### config.mk
export PLATFORM = sky130hd
export DESIGN_NAME = sawtooth_wave_gen
export DESIGN_NICKNAME = d
export VERILOG_FILES = /design/src/rtl/sawtooth_wave_gen.sv
export SDC_FILE = /design/constraint.sdc
export NUM_CORES = 1
export LEC_CHECK = 0
export ABC_AREA = 1
export BUFFER_PORTS_ARGS = -buffer_cell sky130_fd_sc_hd__buf_2
export CAP_MARGIN = 5
export CORE_MARGIN = 4
export CORE_UTILIZATION = 50
export CTS_BUF_LIST = sky130_fd_sc_hd__clkbuf_8
export DETAILED_ROUTE_END_ITERATION = 7
export GPL_TIMING_DRIVEN = 0
export PLACE_DENSITY_LB_ADDON = 0.3
export SETUP_SLACK_MARGIN = 0.05
export SYNTH_ARGS = -nofsm -noshare
export SYNTH_HDL_FRONTEND = slang
export SYNTH_SLANG_ARGS = --single-unit
export TNS_END_PERCENT = 1
### constraint.sdc
create_clock -name i_clk -period 7.8 [get_ports i_clk]
set_input_delay 0.39 -clock i_clk [delete_from_list [all_inputs] [get_ports i_clk]]
set_output_delay 0.39 -clock i_clk [all_outputs]
set_load 0.005 [all_outputs]
### src/rtl/sawtooth_wave_gen.sv
// sawtooth_wave_gen: phase-accumulator sawtooth/triangle generator with
// elaboration-time slope tables and config applied only at period boundaries.
module sawtooth_wave_gen #(
    parameter int PHASE_W = 24,
    parameter int ADDR_W  = 10,
    parameter int DATA_W  = 16,
    parameter int FRAC_W  = 16
) (
    input  logic               i_clk,
    input  logic               i_rst_n,
    input  logic               i_en,
    input  logic               i_sync,
    input  logic               i_load,
    input  logic [PHASE_W-1:0] i_fcw,
    input  logic [3:0]         i_sel,
    output logic [DATA_W-1:0]  o_data,
    output logic               o_valid,
    output logic               o_wrap,
    output logic               o_pending
);
    localparam int N  = 2**ADDR_W;
    localparam int SW = DATA_W + FRAC_W;
    localparam int LW = ADDR_W + 1;
    localparam int PW = ADDR_W + DATA_W + FRAC_W;
    localparam logic [DATA_W-1:0] MAX = '1;

    function automatic longint lim(input int s);
        return longint'(s) * N / 10;
    endfunction

    function automatic logic [11*SW-1:0] slopes(input logic up);
        logic [11*SW-1:0] t;
        longint c;
        t = '0;
        for (int s = 1; s <= 10; s++) begin
            c = up ? lim(s) : longint'(N) - lim(s);
            if (c != 0) t[s*SW +: SW] = SW'((longint'(MAX) << FRAC_W) / c);
        end
        return t;
    endfunction

    function automatic logic [11*LW-1:0] lens();
        logic [11*LW-1:0] t;
        t = '0;
        for (int s = 1; s <= 10; s++) t[s*LW +: LW] = LW'(lim(s));
        return t;
    endfunction

    localparam logic [11*SW-1:0] RUP_T = slopes(1'b1);
    localparam logic [11*SW-1:0] RDN_T = slopes(1'b0);
    localparam logic [11*LW-1:0] LEN_T = lens();

    typedef enum logic [1:0] {SEG_UP, SEG_DN, SEG_OFF} seg_t;

    logic [PHASE_W-1:0] acc, fcw_act, pend_fcw;
    logic [3:0]         sel_act, pend_sel, sel_in;
    logic               wrap_q, apply, s1_valid, s1_wrap;
    logic [PHASE_W:0]   sum;
    logic [ADDR_W-1:0]  p;
    logic [LW-1:0]      len;
    seg_t               seg, s1_seg;
    logic [PW-1:0]      prod, s1_prod;
    logic [PW-FRAC_W-1:0] shifted;
    logic [DATA_W-1:0]  sat;

    always_comb begin
        sum     = {1'b0, acc} + {1'b0, fcw_act};
        apply   = (i_en & sum[PHASE_W]) | i_sync | (sel_act == '0);
        sel_in  = i_sel > 4'd10 ? 4'd0 : i_sel;
        p       = acc[PHASE_W-1 -: ADDR_W];
        len     = LEN_T[int'(sel_act)*LW +: LW];
        seg     = sel_act == '0 ? SEG_OFF : ({1'b0, p} < len ? SEG_UP : SEG_DN);
        prod    = seg == SEG_UP ? PW'(p) * PW'(RUP_T[int'(sel_act)*SW +: SW])
                                : PW'(N - int'(p)) * PW'(RDN_T[int'(sel_act)*SW +: SW]);
        shifted = s1_prod[PW-1:FRAC_W];
        sat     = |shifted[PW-FRAC_W-1:DATA_W] ? MAX : shifted[DATA_W-1:0];
    end

    // sync outranks both the phase add and wrap; its next sample is a period start
    always_ff @(posedge i_clk or negedge i_rst_n) begin
        if (!i_rst_n) begin
            acc       <= '0;
            wrap_q    <= 1'b0;
            fcw_act   <= '0;
            sel_act   <= '0;
            pend_fcw  <= '0;
            pend_sel  <= '0;
            o_pending <= 1'b0;
            s1_seg    <= SEG_OFF;
            s1_prod   <= '0;
            s1_valid  <= 1'b0;
            s1_wrap   <= 1'b0;
            o_data    <= '0;
            o_valid   <= 1'b0;
            o_wrap    <= 1'b0;
        end else begin
            if (i_sync) begin
                acc    <= '0;
                wrap_q <= 1'b1;
            end else if (i_en) begin
                acc    <= sum[PHASE_W-1:0];
                wrap_q <= sum[PHASE_W];
            end
            if (i_load && apply) begin
                fcw_act   <= i_fcw;
                sel_act   <= sel_in;
                o_pending <= 1'b0;
            end else if (i_load) begin
                pend_fcw  <= i_fcw;
                pend_sel  <= sel_in;
                o_pending <= 1'b1;
            end else if (o_pending && apply) begin
                fcw_act   <= pend_fcw;
                sel_act   <= pend_sel;
                o_pending <= 1'b0;
            end
            s1_seg   <= seg;
            s1_prod  <= prod;
            s1_valid <= i_en;
            s1_wrap  <= i_en & wrap_q;
            if (s1_valid) o_data <= s1_seg == SEG_OFF ? '0 : sat;
            o_valid  <= s1_valid;
            o_wrap   <= s1_wrap;
        end
    end
endmodule

==> results of run 1 <==
## placed cells by master, fill, tap and decap left out, types with 11 or more instances in the layout
master / synthesis / final
a21oi_1: 128 / 127
a21oi_2: 10 / 11
buf_2: 14 / 63
buf_6: 15 / 16
clkbuf_1: 41 / 40
clkbuf_8: 0 / 18
dfrtp_1: 126 / 126
fa_1: 399 / 399
ha_1: 212 / 212
inv_1: 669 / 668
inv_2: 14 / 14
nand2_1: 770 / 768
nand2_2: 21 / 23
nand3_1: 84 / 84
nand3b_1: 11 / 11
nor2_1: 425 / 424
nor3_1: 31 / 31
o21ai_0: 91 / 91
o21ai_1: 32 / 32
o21ai_2: 22 / 22
o21bai_1: 14 / 14
o22ai_1: 20 / 20
## Yosys cell counts, types with 3 or more instances
master,number
a211oi_1,6
a21boi_0,5
a21o_1,10
a21oi_1,128
a21oi_2,10
a31oi_1,5
a32o_1,4
and3_1,3
buf_2,14
buf_4,3
buf_6,15
clkbuf_1,41
clkinv_1,9
dfrtp_1,126
fa_1,399
ha_1,212
inv_1,669
inv_2,14
nand2_1,770
nand2_2,21
nand3_1,84
nand3_2,5
nand3b_1,11
nand4_1,9
nor2_1,425
nor2_2,7
nor2_4,4
nor3_1,31
nor3_2,4
nor4_1,8
o21a_1,5
o21ai_0,91
o21ai_1,32
o21ai_2,22
o21bai_1,14
o22ai_1,20
o31ai_1,3
or2_2,4
xnor2_1,8
xor2_1,9
## per-stage QoR
step                      worst slack (ps)  hold WS, ps  std cells  setup TNS [ps]
after floorplan                       1891        94.41       3282               0
after detailed placement            -40.33        337.2       3997          -45.16
after global placement               5.449        333.3       3996               0
final                                226.8        56.56       4030               0
after CTS                            124.0        25.48       4029               0
after global routing                 22.84        51.05       4030               0
## logic make-up (layout without fill, tap and decap cells)
group | Yosys count | count (layout) | synth area share
buffers and inverters | 768 | 851 | 0.1222
adder cells (fa/ha/maj) | 611 | 611 | 0.4277
XOR/XNOR | 18 | 18 | 0.007093
AND/OR/NAND/NOR | 1395 | 1395 | 0.2288
flip-flops | 127 | 127 | 0.1278
AO/OA/AOI/OAI | 362 | 362 | 0.08591
other | 0 | 1 | 0
multiplexers | 1 | 1 | 0.0004024
## layer usage
| layer | track usage | vias to the layer above | part of all wire |
|---|---|---|---|
| met5 | 0 | - | 0 |
| met4 | 0.08739 | 0 | 0.033 |
| met3 | 0.03638 | 141 | 0.074 |
| met2 | 0.4423 | 856 | 0.46 |
| met1 | 0.3856 | 10310 | 0.43 |
| li1 | - | 10100 | - |
## final timing paths
kind                         start           to  slack [ps]  cells after the start
min in group asynchronous  i_rst_n  pend_fcw[7]         390                      2
setup reg to reg           acc[15]  s1_prod[31]         230                     28
hold reg to reg            s1_wrap       o_wrap         360                      0
hold / removal                i_en     s1_valid          60                      1
setup / recovery           acc[15]  s1_prod[31]         230                     28
max in group asynchronous  i_rst_n  s1_prod[31]        6590                      3
## flip-flops by register name, indices dropped and copies added (netlist names), 2 cells and up
register  flops
s1_prod      23
acc          24
fcw_act      24
sel_act       4
o_data       16
s1_seg        2
pend_fcw     24
pend_sel      4
## cell type report
class | instances | area (µm²) | area share
diodes | 1 | 2.502 | 0.00009474
inverters | 693 | 2610 | 0.09882
repair buffers | 52 | 294.0 | 0.01113
multi-input cells | 2387 | 18670 | 0.7067
clock inverters | 13 | 143.9 | 0.005448
clock buffers | 18 | 247.7 | 0.009379
well taps | 664 | 830.8 | 0.03145
plain buffers | 75 | 437.9 | 0.01658
flip-flops and latches | 127 | 3179 | 0.1204
## what timing repair did
item                                   4_1_cts  5_1_grt
hold buffers                                 1        0
setup endpoints to repair                    5       11
endpoints found under the hold margin       49        0
gates resized for setup                      1        8
==> results.yml, run 1 <==
outcome:
  status: "finished, final reports clean"
logic_synthesis:
  synth_seq_cells: 127
  ys_async_sr_fraction: 1.000
  ys_types: 58
  synth_edf_count: 0
  synth_warnings: 0
  yosys.area.top_type: "fa_1"
  syn_area_um2: 24880
  syn-num-nets: 3926
  netlist_instances: 3282
  syn_avg_cell_area_um2: 7.579
  synth.area.top_cells: "fa_1 32%, dfrtp_1 13%, nand2_1 12%"
  synth_ff_type: "dfrtp_1"
  yosys.area.top_type_share: 0.3211
  ys_seq_area_frac: 0.1278
drt:
  routed_wl_um: 70330
  avgRoutedWirePerCell_um: 17.45
  drt-initial-drc-count: 1873
  drt_pre_antenna_iters: 5
  drt-vias-per-instance: 5.312
  drc: 0
  vias: 21410
  antenna_left: 0
timing:
  setup_viol: 0
  finalCritPeriodShare: 0.9709
  finalHoldViolCount: 0
  fmax_ghz: 0.1320
  maxSlewHeadroom: 0.1246
  slew_viol_final: 0
  final.min_clock_period_ps: 7573
  worstMarginPinSlew_ps: 1313
  clock_skew_ps: 27.29
  grt_setup_unrepaired: "no"
cells_and_area:
  drive_gt1_frac: 0.06597
  nFillCells: 4822
  fin_area_um2: 26410
  final_core_utilization: 0.5385
  area_growth_syn_to_layout_pct: 6.182
  nets: 3997
global_route:
  antenna_found_initial: 1
  grt_max_degree: 79
  gr-usage-all-layers: 0.2736
  grt_pass1_vias: 21740
  overflow: 0
  grt_pass1_wl_um: 115800
hold_path:
  min_path_type: "input port to flip-flop"
die:
  rows: 81
  dieArea_um2: 53380
  die_h_um: 231.0
  core_region_area_um2: 49050
  initial_core_util: 0.5071
  die_w_um: 231.0
  io_pins: 52
worst_setup_path:
  crit_required_ps: 8120
  start_kind: "flip-flop"
  path_buf_inv: 7
  critPathMostFrequentCell: "fa_1"
  cp_max_fo: 10
  crit_arrival_ps: 7900
  critPathTopFamily: "adder cells"
  crit_path_max_incr_delay_ps: 560
  path_class: "flip-flop to flip-flop"
  crit_path_end_kind: "flip-flop"
  worst_path_max_delay_cell: "fa_1"
clock_network:
  htreeDepth: 4
  cts_sinks: 127
  numCtsBuffers: 17
  clkTransAtPathRegs_ps: 90
  clockBufferDepth: 2
  tritoncts: "done"
  post_cts_buffers: 0
  root_buffer: "clkbuf_8"
  insertion_delay_ps: 490
job:
  drv_cap: 0
place:
  io_buffers: 50
  gp_congestion: 0.9893
  postPlaceCellArea_um2: 25990
  hpwl_um: 58020
Power of run 1 is left out: the tool's default activity adds up to more than one toggle a clock period on the data nets, which glitch-free logic cannot reach.
==> run 2: changes to the inputs <==
- CORE_UTILIZATION: 50 -> 46
==> run 2 against run 1 <==
Effect of this change: global-route usage is 2.0 points lower; die area is 8.4% higher; hold slack worse by 6.1 ps; fmax is 1.6% higher; first-iteration DRC count is 7.6% lower; cell area is 0.35% higher; clock-buffer cell count is 1 lower; sequential share of layout area hardly changed; via count hardly changed; register-to-register slack better by 120 ps; sequential cell count stayed put; critical endpoint is now s1_prod[29].
==> results.yml, run 2 (same netlist as run 1, synthesis figures left out) <==
drt:
  vias: 21400
  routed_wl_um: 71170
  dr_wl_met2_um: 32130
  drt-initial-drc-count: 1730
  drt-vias-per-instance: 5.278
  drt_pre_antenna_iters: 6
  highest_layer: "met4"
  met1Wirelength_um: 31480
  avgRoutedWirePerCell_um: 17.55
  wl_met3_um: 5059
  drc: 0
  antenna_left: 0
die:
  rows: 84
  io_pins: 52
  initial_core_util: 0.4687
  core_region_area_um2: 53080
  dieArea_um2: 57860
  die_h_um: 240.5
  die_w_um: 240.5
global_route:
  grt_max_degree: 86
  gr-usage-all-layers: 0.2538
  grt_pass1_wl_um: 115900
  antenna_found_initial: 1
  overflow: 0
  grt_pass1_vias: 21910
clock_network:
  clkTransAtPathRegs_ps: 100
  insertion_delay_ps: 500
  numCtsBuffers: 17
  htreeDepth: 4
  post_cts_buffers: 0
  root_buffer: "clkbuf_8"
  tritoncts: "done"
  cts_sinks: 127
  clockBufferDepth: 2
timing:
  grt_setup_unrepaired: "no"
  slew_viol_final: 0
  layout_setup_ws_ps: 344.3
  final.min_clock_period_ps: 7456
  holdWs_ps: 50.46
  setup_viol: 0
  maxSlewHeadroom: 0.1016
  finalHoldViolCount: 0
  clock_skew_ps: 32.80
  fmax_ghz: 0.1341
  finalCritPeriodShare: 0.9559
  worstMarginPinSlew_ps: 1348
cells_and_area:
  area_growth_syn_to_layout_pct: 6.549
  nets: 3997
  largestRegisters: "acc x24, fcw_act x24, pend_fcw x24"
  drive_gt1_frac: 0.06803
  final_common_cell: "nand2_1"
  mostFrequentLayoutCells: "768 x nand2_1, 668 x inv_1, 424 x nor2_1, 399 x fa_1, 212 x ha_1"
worst_setup_path:
  crit_arrival_ps: 7860
  rrSetupSlack_ps: 340
  start_kind: "flip-flop"
  crit_required_ps: 8210
  cp_max_fo: 10
  crit_path_end_kind: "flip-flop"
  path_class: "flip-flop to flip-flop"
outcome:
  status: "finished, final reports clean"
place:
  io_buffers: 50
  hpwl_um: 58660
  gp_congestion: 0.9817
  pre_cts_slack_ps: -136.9
job:
  drv_cap: 0
hold_path:
  min_path_type: "input port to flip-flop"
run 2: cell types whose count changed in the layout (fill, tap and decap cells not counted), moves of 2 or more:
cell,delta
clkbuf_1,-2
clkbuf_2,+2
clkinv_1,-2
clkinv_4,-2
clkinv_8,+6
inv_12,+2
inv_6,-2
run 2: critical path: stages, from the launching register on:
cell      delay, ps
dfrtp_1         610
inv_1           230
ha_1            290
o21ai_1         430
nor2_1          120
nor2_1          840
nand2_1         170
fa_1            560
fa_1            520
inv_1            50
fa_1            510
fa_1            510
inv_1            50
fa_1            470
inv_1            40
ha_1            390
a21oi_2         290
o21ai_1         190
o21bai_1        210
a21oi_1         160
o21ai_2         140
a21oi_1         230
clkinv_1         90
nand2_1          60
nand3_1         130
nand2_1         100
run 2: final timing paths:
kind,start,to,cells after the start
setup / recovery,sel_act[0],s1_prod[29],25
hold / removal,i_en,s1_valid,1
setup reg to reg,sel_act[0],s1_prod[29],25
hold reg to reg,s1_wrap,o_wrap,0
max in group asynchronous,i_rst_n,s1_prod[29],3
min in group asynchronous,i_rst_n,pend_fcw[9],2
run 2: what timing repair did:
item                       4_1_cts  5_1_grt
setup endpoints to repair        6       14
resized for setup                2       17
hold endpoints to repair        42        0
hold buffers                     1        0
run 2: stage by stage:
step / utilization / instance area (µm²) / setup TNS (ps) / std cells
detailed placement: 0.4902 / 26020 / -151.9 / 4021
finish: 0.4994 / 26500 / 0 / 4055
floorplan: - / 24880 / 0 / 3282
global placement: 0.4896 / 25990 / -151.5 / 4020
global route: 0.4994 / 26500 / 0 / 4055
CTS: 0.4987 / 26470 / 0 / 4054
run 2: area by class of cell:
type,instances,area [µm²]
well taps,688,860.8
fillers,5275,26570
clock buffers,17,234.0
inverters,693,2620
diodes,1,2.502
multi-input cells,2387,18670
flip-flops and latches,127,3181
repair buffers,52,294.0
clock inverters,15,201.4
plain buffers,75,440.4
run 2: metal layers:
layer / track usage / vias to the layer above
met4: 0.08499 / 0
met3: 0.03074 / 126
met2: 0.4069 / 794
met1: 0.3613 / 10380
li1: - / 10100
met5: 0 / -
Power of run 2 is left out for the same reason.
==> run 3: changes to the inputs <==
- CORE_ASPECT_RATIO: unset -> 1.75
- CORE_UTILIZATION: 46 -> 50
- clock period: 7.8 -> 7.1 ns (I/O delays scaled with it)
==> run 3 against run 2 <==
Effect of this change: die area decreased by 7.5%; fmax increased by 7.4%; core utilization increased by 4.6 points; cell area increased by 0.89%; highest routed layer unchanged.
==> results.yml, run 3 (same netlist as run 1, synthesis figures left out) <==
drt:
  drc: 0
  antenna_left: 0
  drt-vias-per-instance: 5.450
  vias: 21980
  routed_wl_um: 82380
  drt-initial-drc-count: 1373
  avgRoutedWirePerCell_um: 20.43
  drt_pre_antenna_iters: 6
cells_and_area:
  final_common_cell: "nand2_1"
  area_growth_syn_to_layout_pct: 7.495
  mostFrequentLayoutCells: "767 x nand2_1, 667 x inv_1, 410 x nor2_1, 396 x fa_1, 205 x ha_1"
  nFillCells: 4906
  multi_input_area_um2: 18910
  nets: 4010
  drive_gt1_frac: 0.08908
  largestRegisters: "acc x24, fcw_act x24, pend_fcw x24"
  diodes: 0
  final_core_utilization: 0.5457
  seqCellArea_um2: 3183
timing:
  final.min_clock_period_ps: 6944
  maxSlewHeadroom: 0.3389
  worstMarginPinSlew_ps: 988.0
  tns_ps: 0
  finalCritPeriodShare: 0.9780
  grt_setup_unrepaired: "yes"
  setup_viol: 0
  finalHoldViolCount: 0
  slew_viol_final: 0
  fmax_ghz: 0.1440
  clock_skew_ps: 14.43
die:
  initial_core_util: 0.5077
  core_region_area_um2: 49000
  rows: 107
  die_w_um: 176.6
  io_pins: 52
  dieArea_um2: 53520
  die_h_um: 303.1
worst_setup_path:
  rr_worst_depth: 25
  cp_max_fo: 10
  reg2reg_from: "acc[15]"
  path_class: "flip-flop to flip-flop"
  endpoint: "s1_prod[35]"
  rrSetupSlack_ps: 160
  crit_arrival_ps: 7290
  start_kind: "flip-flop"
  crit_path_end_kind: "flip-flop"
  cp-startpoint: "acc[15]"
  r2r-end: "s1_prod[35]"
  crit_required_ps: 7450
clock_network:
  clockBufferDepth: 2
  root_buffer: "clkbuf_8"
  insertion_delay_ps: 470
  cts_sinks: 127
  clkTransAtPathRegs_ps: 90
  numCtsBuffers: 17
  htreeDepth: 4
  tritoncts: "done"
place:
  io_buffers: 50
  gp_congestion: 1.069
  hpwl_um: 69440
global_route:
  grtUsageMet1: 0.3027
  gr-usage-met3: 0.03827
  antenna_found_initial: 0
  met2_usage: 0.5791
  grt_pass1_vias: 23720
  grt_pass1_wl_um: 128800
  overflow: 0
  grt-busiest-layer: "met2"
  gr-usage-all-layers: 0.3178
  grt_max_degree: 66
job:
  drv_cap: 0
hold_path:
  min_path_type: "input port to flip-flop"
outcome:
  status: "finished, final reports clean"
-- run 3: cell types whose count changed in the layout (fill, tap and decap cells not counted), sizes merged --
cell,delta
diode,-1
clkinv,-3
buf,+14
inv,+2
clkbuf,-1
clkinvlp,+1
-- run 3: what timing repair did --
item,in CTS,in global routing
resized for setup,35,78
pin swaps,1,4
hold buffers,1,0
setup endpoints to repair,23,23
hold endpoints to repair,61,0
buffers inserted,2,11
-- run 3: worst max-delay path, stage by stage (launching register included) --
cell        delay [ps]
dfrtp_2            430
buf_4              230
clkinvlp_4         190
ha_1               260
nand4_1            150
nand2_1            170
inv_1              300
clkbuf_2           350
nand2_1            120
fa_1               540
inv_1               60
fa_1               480
fa_1               540
fa_1               500
inv_1               50
fa_1               620
inv_1               80
ha_1               380
a21oi_1            310
o21ai_0            210
a21oi_2            210
nor2_1              60
a211oi_1           250
nand3_1            120
nand3_1            140
nand2_1             60
-- run 3: layer usage --
metal / share of wire / wire (µm)
met1: 0.31 / 25520
met2: 0.52 / 42640
met3: 0.047 / 3885
met4: 0.13 / 10340
met5: 0 / 0
-- run 3: how the worst min path moves through the flow --
stage,startpoint,end,slack (ps),cells past startpoint
CTS,i_fcw[3],pend_fcw[3],80,3
finish,i_fcw[3],pend_fcw[3],100,3
floorplan,i_rst_n,acc[0],60,0
global placement,s1_wrap,o_wrap,340,0
detailed placement,s1_wrap,o_wrap,340,0
global route,i_en,s1_valid,90,1
-- run 3: cell type report --
cell class | instances | area share
Buffer | 75 | 0.01717
Clock buffer | 17 | 0.008750
Clock inverter | 15 | 0.004165
Inverter | 693 | 0.09850
Multi-Input combinational cell | 2387 | 0.7071
Sequential cell | 127 | 0.1190
Tap cell | 654 | 0.03060
Timing Repair Buffer | 65 | 0.01465
-- run 3: stage by stage --
stage / hold WS [ps] / area (µm²) / setup slack (ps) / cells
5_1_grt: 93.25 / 26740 / 16.57 / 4033
2_1_floorplan: 59.41 / 24880 / 1191 / 3282
6_report: 102.4 / 26740 / 156.5 / 4033
3_3_place_gp: 343.7 / 25940 / -863.5 / 3986
4_1_cts: 78.07 / 26440 / 1.596 / 4022
3_5_place_dp: 337.8 / 25980 / -921.4 / 3987
Power of run 3 is left out for the same reason.
